===== config.mk =====
export PLATFORM = sky130hd
export DESIGN_NAME = tinker_fetch_unit
export DESIGN_NICKNAME = d
export VERILOG_FILES = /design/src/rtl/tinker_fetch_unit.sv
export SDC_FILE = /design/constraint.sdc
export NUM_CORES = 1
export LEC_CHECK = 0
export ABC_AREA = 0
export BUFFER_PORTS_ARGS = -buffer_cell sky130_fd_sc_hd__buf_2
export CORE_MARGIN = 1
export CORE_UTILIZATION = 50
export DETAILED_ROUTE_END_ITERATION = 12
export PLACE_DENSITY = 0.7
export SYNTH_ARGS = -nofsm -noshare
export SYNTH_HDL_FRONTEND = slang
export SYNTH_SLANG_ARGS = --single-unit

===== constraint.sdc =====
create_clock -name clk -period 7.15 [get_ports clk]
set_input_delay 2.145 -clock clk [delete_from_list [all_inputs] [get_ports clk]]
set_output_delay 2.145 -clock clk [all_outputs]
set_load 0.01 [all_outputs]

===== src/rtl/tinker_fetch_unit.sv =====
// tinker_fetch_unit: instruction fetch front end for the multi-cycle Tinker core.
// Issues 4-aligned word reads, tags returned words with their PC, buffers them in
// a small in-order prefetch queue and hands them to decode over valid/ready.
// A credit check (queued + live in-flight < DEPTH) keeps the queue from overflowing;
// redirects flush the queue and discard every response still in flight.

// Invariant checker for the fetch unit, kept apart from the datapath.
module tinker_fetch_unit_chk (
  input logic       clk,
  input logic       reset,
  input logic       push,
  input logic       full,
  input logic       req_valid,
  input logic [1:0] req_addr_lo
);
  // The credit rule must prevent a push onto a full queue.
  assert property (@(posedge clk) disable iff (reset) !(push && full));
  // Requested addresses are always word aligned.
  assert property (@(posedge clk) disable iff (reset) !(req_valid && (req_addr_lo != 2'b00)));
endmodule

module tinker_fetch_unit #(
  parameter int          DEPTH    = 4,
  parameter logic [63:0] RESET_PC = 64'h2000
) (
  input  logic        clk,
  input  logic        reset,
  output logic        mem_req_valid,
  output logic [63:0] mem_req_addr,
  input  logic        mem_req_ready,
  input  logic        mem_rsp_valid,
  input  logic [31:0] mem_rsp_data,
  output logic        inst_valid,
  output logic [31:0] inst_data,
  output logic [63:0] inst_pc,
  input  logic        inst_ready,
  input  logic        redirect_valid,
  input  logic [63:0] redirect_pc,
  input  logic        halt,
  output logic        halted
);
  localparam int PW        = $clog2(DEPTH);
  localparam int CW        = PW + 1;
  localparam int ONE_I     = 1;
  localparam int MAX_OUT_I = 2 * DEPTH - 1;
  localparam logic [CW-1:0] CNT_ZERO  = {CW{1'b0}};
  localparam logic [CW-1:0] CNT_ONE   = ONE_I[CW-1:0];
  localparam logic [CW-1:0] DEPTH_C   = DEPTH[CW-1:0];
  localparam logic [CW-1:0] MAX_OUT_C = MAX_OUT_I[CW-1:0];
  localparam logic [PW-1:0] PTR_ZERO  = {PW{1'b0}};
  localparam logic [PW-1:0] PTR_ONE   = ONE_I[PW-1:0];

  logic [63:0]   fetch_pc_r;
  logic [63:0]   rsp_pc_r;
  logic [CW-1:0] outstanding_r;
  logic [CW-1:0] drop_cnt_r;
  logic [CW-1:0] count_r;
  logic [PW-1:0] head_r;
  logic [PW-1:0] tail_r;
  logic          halted_r;
  logic [63:0]   pc_q_r   [DEPTH];
  logic [31:0]   word_q_r [DEPTH];

  logic [CW-1:0] live_s;
  logic [CW:0]   occ_s;
  logic          req_valid_s;
  logic          fire_s;
  logic          drop_s;
  logic          push_s;
  logic          pop_s;
  logic          full_s;
  logic          inst_valid_s;
  logic [31:0]   inst_data_s;
  logic [63:0]   inst_pc_s;
  logic [CW-1:0] fire_c_s;
  logic [CW-1:0] rsp_c_s;
  logic [CW-1:0] push_c_s;
  logic [CW-1:0] pop_c_s;

  // Request credit, response routing and queue-head presentation.
  always_comb begin
    live_s       = outstanding_r - drop_cnt_r;
    occ_s        = {1'b0, count_r} + {1'b0, live_s};
    req_valid_s  = !reset && !halted_r && !halt && !redirect_valid &&
                   (occ_s < {1'b0, DEPTH_C}) && (outstanding_r < MAX_OUT_C);
    fire_s       = req_valid_s && mem_req_ready;
    drop_s       = mem_rsp_valid && (drop_cnt_r != CNT_ZERO);
    push_s       = mem_rsp_valid && (drop_cnt_r == CNT_ZERO) && !redirect_valid;
    full_s       = (count_r == DEPTH_C);
    inst_valid_s = (count_r != CNT_ZERO) && !halted_r;
    pop_s        = inst_valid_s && inst_ready && !redirect_valid;
    fire_c_s     = fire_s ? CNT_ONE : CNT_ZERO;
    rsp_c_s      = mem_rsp_valid ? CNT_ONE : CNT_ZERO;
    push_c_s     = push_s ? CNT_ONE : CNT_ZERO;
    pop_c_s      = pop_s ? CNT_ONE : CNT_ZERO;
    if (count_r != CNT_ZERO) begin
      inst_data_s = word_q_r[head_r];
      inst_pc_s   = pc_q_r[head_r];
    end else begin
      inst_data_s = 32'h0;
      inst_pc_s   = 64'h0;
    end
  end

  assign mem_req_valid = req_valid_s;
  assign mem_req_addr  = fetch_pc_r;
  assign inst_valid    = inst_valid_s;
  assign inst_data     = inst_data_s;
  assign inst_pc       = inst_pc_s;
  assign halted        = halted_r;

  // In-flight request count and sticky halt flag.
  always_ff @(posedge clk or posedge reset) begin
    if (reset) begin
      outstanding_r <= CNT_ZERO;
      halted_r      <= 1'b0;
    end else begin
      outstanding_r <= outstanding_r + fire_c_s - rsp_c_s;
      halted_r      <= halted_r | halt;
    end
  end

  // PCs, drop counter and queue pointers; a redirect overrides all of them.
  always_ff @(posedge clk or posedge reset) begin
    if (reset) begin
      fetch_pc_r <= RESET_PC;
      rsp_pc_r   <= RESET_PC;
      drop_cnt_r <= CNT_ZERO;
      count_r    <= CNT_ZERO;
      head_r     <= PTR_ZERO;
      tail_r     <= PTR_ZERO;
    end else if (redirect_valid) begin
      fetch_pc_r <= {redirect_pc[63:2], 2'b00};
      rsp_pc_r   <= {redirect_pc[63:2], 2'b00};
      drop_cnt_r <= outstanding_r - rsp_c_s;
      count_r    <= CNT_ZERO;
      head_r     <= PTR_ZERO;
      tail_r     <= PTR_ZERO;
    end else begin
      if (fire_s) fetch_pc_r <= fetch_pc_r + 64'd4;
      if (drop_s) drop_cnt_r <= drop_cnt_r - CNT_ONE;
      if (push_s) begin
        rsp_pc_r <= rsp_pc_r + 64'd4;
        tail_r   <= tail_r + PTR_ONE;
      end
      if (pop_s) head_r <= head_r + PTR_ONE;
      count_r <= count_r + push_c_s - pop_c_s;
    end
  end

  // Queue storage; contents are only meaningful below count.
  always_ff @(posedge clk) begin
    if (push_s) begin
      pc_q_r[tail_r]   <= rsp_pc_r;
      word_q_r[tail_r] <= mem_rsp_data;
    end
  end

  tinker_fetch_unit_chk u_chk (
    .clk         (clk),
    .reset       (reset),
    .push        (push_s),
    .full        (full_s),
    .req_valid   (req_valid_s),
    .req_addr_lo (fetch_pc_r[1:0])
  );
endmodule

==> results of run 1 <==
[area by class of cell]
class / count / area (um^2)
inverters: 39 / 151.4
clock inverters: 28 / 307.8
repair buffers: 284 / 1486
diodes: 4 / 10.01
fillers: 3582 / 18620
clock buffers: 70 / 1430
well taps: 600 / 750.7
flip-flops and latches: 514 / 14750
multi-input cells: 992 / 7769
[Yosys cell counts (18+ instances only)]
| cell | number |
|---|---|
| nand3_1 | 85 |
| o211ai_1 | 26 |
| nand4_1 | 64 |
| ha_1 | 18 |
| and3_1 | 20 |
| and2_1 | 20 |
| xnor2_1 | 21 |
| dfrtp_1 | 136 |
| xor2_1 | 31 |
| edfxtp_1 | 376 |
| nor3_1 | 29 |
| clkbuf_1 | 59 |
| mux4_2 | 94 |
| nor2_1 | 66 |
| o21ai_0 | 62 |
| nor4_1 | 19 |
| or3_1 | 30 |
| nor2b_1 | 100 |
| a31oi_1 | 25 |
| inv_1 | 38 |
| or4_1 | 24 |
| nand2_1 | 116 |
[power by group through the flow]
| stage | Clock (uW) | Combinational [uW] | Sequential, uW |
|---|---|---|---|
| after CTS | 2800 | 695 | 3570 |
| final | 2760 | 687 | 3570 |
| after global routing | 2920 | 762 | 3590 |
| after floorplan | 0 | 427 | 3580 |
| after global placement | 0 | 673 | 3610 |
| after detailed placement | 0 | 689 | 3630 |
[worst paths after layout]
kind	cells past startpoint	from	to	slack (ps)
max	6	halt	mem_req_valid	1820
min	1	mem_req_addr[13]$_DFFE_PP1P_	mem_req_addr[13]$_DFFE_PP1P_	530
max reg2reg	15	outstanding_r[0]$_DFF_PP0_	mem_req_addr[48]$_DFFE_PP0P_	3400
min reg2reg	1	mem_req_addr[13]$_DFFE_PP1P_	mem_req_addr[13]$_DFFE_PP1P_	530
max in group asynchronous	3	reset	rsp_pc_r[61]$_DFFE_PP0N_	4150
min in group asynchronous	2	reset	drop_cnt_r[2]$_DFFE_PP0P_	1750
[per-layer routing]
metal / routed length, um / vias to the layer above / part of all wire (%)
met5: 0 / - / 0
met4: 1428 / 0 / 2.5
met3: 5059 / 96 / 8.7
li1: - / 6835 / -
met2: 26580 / 684 / 46
met1: 25030 / 7770 / 43
[cell usage in the layout, fill, tap and decap left out, types with 15 or more instances in the layout]
| cell type | count |
|---|---|
| dfrtp_1 | 134 |
| buf_4 | 26 |
| ha_1 | 18 |
| and2_1 | 16 |
| buf_2 | 258 |
| nor2b_1 | 100 |
| a21oi_1 | 15 |
| inv_1 | 37 |
| and3_1 | 20 |
| mux4_2 | 94 |
| a31oi_1 | 25 |
| nand3_1 | 85 |
| nor2_1 | 65 |
| nand4_1 | 64 |
| nand2_1 | 116 |
| nor4_1 | 19 |
| clkbuf_16 | 53 |
| o21ai_0 | 62 |
| or4_1 | 24 |
| xor2_1 | 31 |
| or3_1 | 30 |
| nor3_1 | 28 |
| o211ai_1 | 26 |
| xnor2_1 | 21 |
| edfxtp_1 | 376 |
[flip-flops by register name, indices dropped and copies added (netlist names), 2 cells and up]
signal,cells
count_r,3
drop_cnt_r,3
head_r,2
mem_req_addr,62
outstanding_r,3
pc_q_r,248
rsp_pc_r,62
tail_r,2
word_q_r,128
[stage by stage]
stage          setup WS (ps)  power (uW)  area [um^2]  hold WS, ps
5_1_grt                 1703        7272        26650        540.7
3_5_place_dp            1829        4316        24910        520.6
2_1_floorplan           1312        4005        22970        489.9
6_report                1816        7019        26660        531.6
3_3_place_gp            1834        4284        24910        515.0
4_1_cts                 1804        7061        26650        530.1
[critical path: stages]
cell      delay [ps]
buf_2            100
nor2_1           330
nand4b_1         140
buf_4            240
inv_1            100
buf_2            130
[logic make-up (layout without fill, tap and decap cells)]
logic type / Yosys count / in the layout / share of synthesized area (%)
fa+ha+maj: 21 / 21 / 1.243
other cells: 1 / 8 / 0.01634
simple gates: 612 / 612 / 14.82
compound gates: 188 / 188 / 5.396
flops: 514 / 514 / 64.24
xor+xnor: 52 / 52 / 1.984
mux: 115 / 115 / 10.20
buf+inv: 122 / 421 / 2.098
==> metrics.csv, run 1 <==
metric;value;unit
swShare;24.64;%
fp.dieW;216.3;um
cts_buffers;52;
grt_use_met1;36.37;%
dieArea;46770;um^2
yosysSeqAreaShare;64.24;%
dp_hpwl;39.01;mm
drc;0;
postCtsResizedCells;0;
clock_skew;21.06;ps
antenna_found_initial;4;
p_switching;1730;uW
p_comb_share;9.8;%
cts_sinks;514;
cp-start-kind;primary input;
dr.pass1.iters;7;
relSlewSlack;27.35;%
power_frac_seq;50.9;%
coreArea;45280;um^2
rows;78;
min_period;5334;ps
peakVddDrop;164.8;uV
path_max_fanout;15;
rsz0062_at_grt;no;
leakagePower;0.009504;uW
powerDensity;263.3;nW/um^2
via_count;15390;
async_reset_ff_share;26.85;%
place.gp.congestion;0.9183;
drt_iter0_drc;1643;
die_h;216.3;um
max_freq;187.5;MHz
instances_no_fill;2531;
slew_violations;0;
grt_pass1_vias;14940;
syn_inst;1625;
finalSetupViolations;0;
post_cts_buffers;0;
finalNetCount;2007;
synth_enable_flop_cells;376;
synth.area.top_cells;edfxtp_1, dfrtp_1, mux4_2;
via_per_inst;6.079;
critical_path_arrival;3190;ps
grt_use_met3;5.670;%
ys_dominant_reg_cell;edfxtp_1;
met2_usage;37.25;%
yosys.area.top_type;edfxtp_1;
cts.reportedPaths.clkPinSlew;60;ps
grt_max_degree;93;
avgSynthCellArea;14.13;um^2
syn-cell-area;22960;um^2
cts_buffer_depth;3;
setup_tns;0;ps
ys_ff_latch;514;
hp-class;register to register;
p_clk_share;39.3;%
antenna_left;0;
hold_violations;0;
worstMarginPinSlew;1090;ps
period_share;74.60;%
io_buffers;259;
syn2layout_area_growth;16.13;%
drive_gt1_share;26.10;%
required;5010;ps
routed_wirelength;58.10;mm
wl_per_cell;22.96;um
end_kind;output port;
top_usage_layer;met2;
insertion_delay;590;ps
hold_buffers;0;
run_status;complete, no violations;
initial_core_util;50.69;%
grt_pass1_wl;88.72;mm
htreeDepth;2;
grt_overflow;0;
internal-power;5289;uW
yosys_warnings;0;
place_inst;2429;
drv_cap;0;
io_pins;266;
synth_cell_types;66;
cts_tree;done;
critPathKind;primary input to output port;
root_buffer;clkbuf_16;
finish.utilization;58.87;%
gr-usage-all-layers;24.84;%
synth_top_area_share;49.19;%
No activity file was read; power rests on OpenSTA's default activity.
==> inputs of run 2 (changes only) <==
- PLACE_DENSITY: 0.7 -> 0.73
- clock period: 7.15 -> 4.7 ns (I/O delays scaled with it)
==> metrics.csv, run 2 (synthesis gave the netlist of run 1 again) <==
metric;value;unit;change
cts_buffers;52;;unchanged
peakVddDrop;270.7;uV;was 164.8 uV
p_comb_share;9.8;%;about the same
fill_cells;3537;;was 3,582
path_max_fanout;3;;was 15
grt_pass1_wl;88.53;mm;was 88.72 mm
cts_sinks;514;;unchanged
via_count;15480;;was 15,390
drive_gt1_share;26.74;%;was 26.10%
hold_start;mem_req_addr[13]$_DFFE_PP1P_;;unchanged
required;3290;ps;was 5010 ps
fp.dieW;216.3;um;unchanged
hold_violations;0;;unchanged
dieArea;46770;um^2;unchanged
coreArea;45280;um^2;unchanged
via_per_inst;6.098;;was 6.079
critical_path_arrival;3060;ps;was 3190 ps
root_buffer;clkbuf_16;;unchanged
rsz0062_at_grt;no;;unchanged
rows;78;;unchanged
setup_slack;229.2;ps;was 1816 ps
top_regs;pc_q_r x248, word_q_r x128;;unchanged
swShare;24.19;%;was 24.64%
hp-class;register to register;;unchanged
die_h;216.3;um;unchanged
p_switching;2632;uW;was 1730 uW
top_register;pc_q_r;;unchanged
worstMarginPinSlew;989.8;ps;was 1090 ps
place.gp.congestion;0.9243;;was 0.9183
postCtsResizedCells;0;;unchanged
hold_buffers;0;;unchanged
final_common_cell;edfxtp_1;;unchanged
setup_tns;0;ps;unchanged
wl_per_cell;22.70;um;was 22.96 um
grt_overflow;0;;unchanged
gr-usage-all-layers;24.70;%;was 24.84%
io_buffers;259;;unchanged
power.total;10880;uW;was 7019 uW
htreeDepth;2;;unchanged
cts_buffer_depth;3;;unchanged
reg2reg_from;outstanding_r[0]$_DFF_PP0_;;unchanged
drc;0;;unchanged
io_pins;266;;unchanged
post_cts_buffers;0;;unchanged
finalNetCount;2018;;was 2,007
syn2layout_area_growth;17.42;%;was 16.13%
dr.pass1.iters;5;;was 7
powerDensity;403.6;nW/um^2;was 263.3 nW/um^2
finalSetupViolations;0;;unchanged
cts.reportedPaths.clkPinSlew;60;ps;about the same
max_freq;223.7;MHz;
p_clk_share;40.2;%;was 39.3%
min_period;4471;ps;
antenna_found_initial;1;;was 4
end_kind;output port;;unchanged
relSlewSlack;33.46;%;was 27.35%
grt_pass1_vias;15090;;was 14,940
insertion_delay;600;ps;was 590 ps
critPathKind;register to output port;;was primary input to output port
cts_tree;done;;unchanged
finish.utilization;59.52;%;was 58.87%
power_frac_seq;50.0;%;was 50.9%
period_share;95.12;%;
drv_cap;0;;unchanged
initial_core_util;50.69;%;unchanged
clock_skew;26.95;ps;was 21.06 ps
grt_max_degree;65;;was 93
routed_wirelength;57.61;mm;was 58.10 mm
largest_reg_flops;248;;unchanged
slew_violations;0;;unchanged
drt_iter0_drc;1389;;was 1,643
startpoint;outstanding_r[0]$_DFF_PP0_;;was halt
cp-start-kind;register;;was primary input
internal-power;8247;uW;was 5289 uW
layout_common_cells;edfxtp_1, buf_2, dfrtp_1;;unchanged
pre_cts_slack;813.2;ps;was 1829 ps
run_status;complete, no violations;;unchanged
antenna_left;0;;unchanged
dp_hpwl;38.39;mm;was 39.01 mm
leakagePower;0.009642;uW;was 0.009504 uW
==> run 2: layout make-up <==
cell class              count  area (um^2)  area share [%]
clock buffers              64         1388           5.148
repair buffers            295         1719           6.378
diodes                      1        2.502        0.009284
clock inverters            33        430.4           1.597
multi-input cells         992         7760           28.79
well taps                 600        750.7           2.785
flip-flops and latches    514        14750           54.74
inverters                  39        150.1          0.5570
==> run 2: path summary, 6_finish.rpt <==
| path | to | slack (ps) | cells past startpoint |
|---|---|---|---|
| setup / recovery | mem_req_valid | 230 | 11 |
| hold / removal | mem_req_addr[13]$_DFFE_PP1P_ | 530 | 1 |
| setup reg to reg | outstanding_r[2]$_DFF_PP0_ | 1000 | 17 |
| hold reg to reg | mem_req_addr[13]$_DFFE_PP1P_ | 530 | 1 |
| max in group asynchronous | rsp_pc_r[13]$_DFFE_PP1N_ | 3000 | 3 |
| min in group asynchronous | count_r[2]$_DFF_PP0_ | 910 | 2 |
==> run 2: power groups by stage <==
stage	sequential [uW]	clock, uW	combinational [uW]
3_5_place_dp	5510	0	1070
6_report	5430	4380	1070
2_1_floorplan	5440	0	650
5_1_grt	5460	4620	1180
4_1_cts	5430	4440	1080
3_3_place_gp	5490	0	1050
==> run 2: worst max-delay path, cell delays in order, from the launching register on <==
cell,delay (ps)
dfrtp_1,410
inv_1,90
ha_1,140
inv_1,50
fa_1,370
xor2_1,210
xnor2_1,140
ha_1,250
nor3_1,190
nand4b_1,220
inv_1,220
buf_2,170
==> run 2: per-layer routing <==
metal  share of wire [%]  GRT usage [%]
met1                  43          36.19
met2                  46          38.11
met3                 7.8          3.537
met4                 2.8          8.357
met5                   0              0
==> run 2: stage by stage <==
step           hold slack (ps)  std cells  cell area, um^2
5_1_grt                  544.9       2537            26950
6_report                 532.9       2538            26950
3_3_place_gp             518.1       2440            25130
4_1_cts                  533.4       2537            26950
2_1_floorplan            489.9       1628            22980
3_5_place_dp             523.7       2440            25130
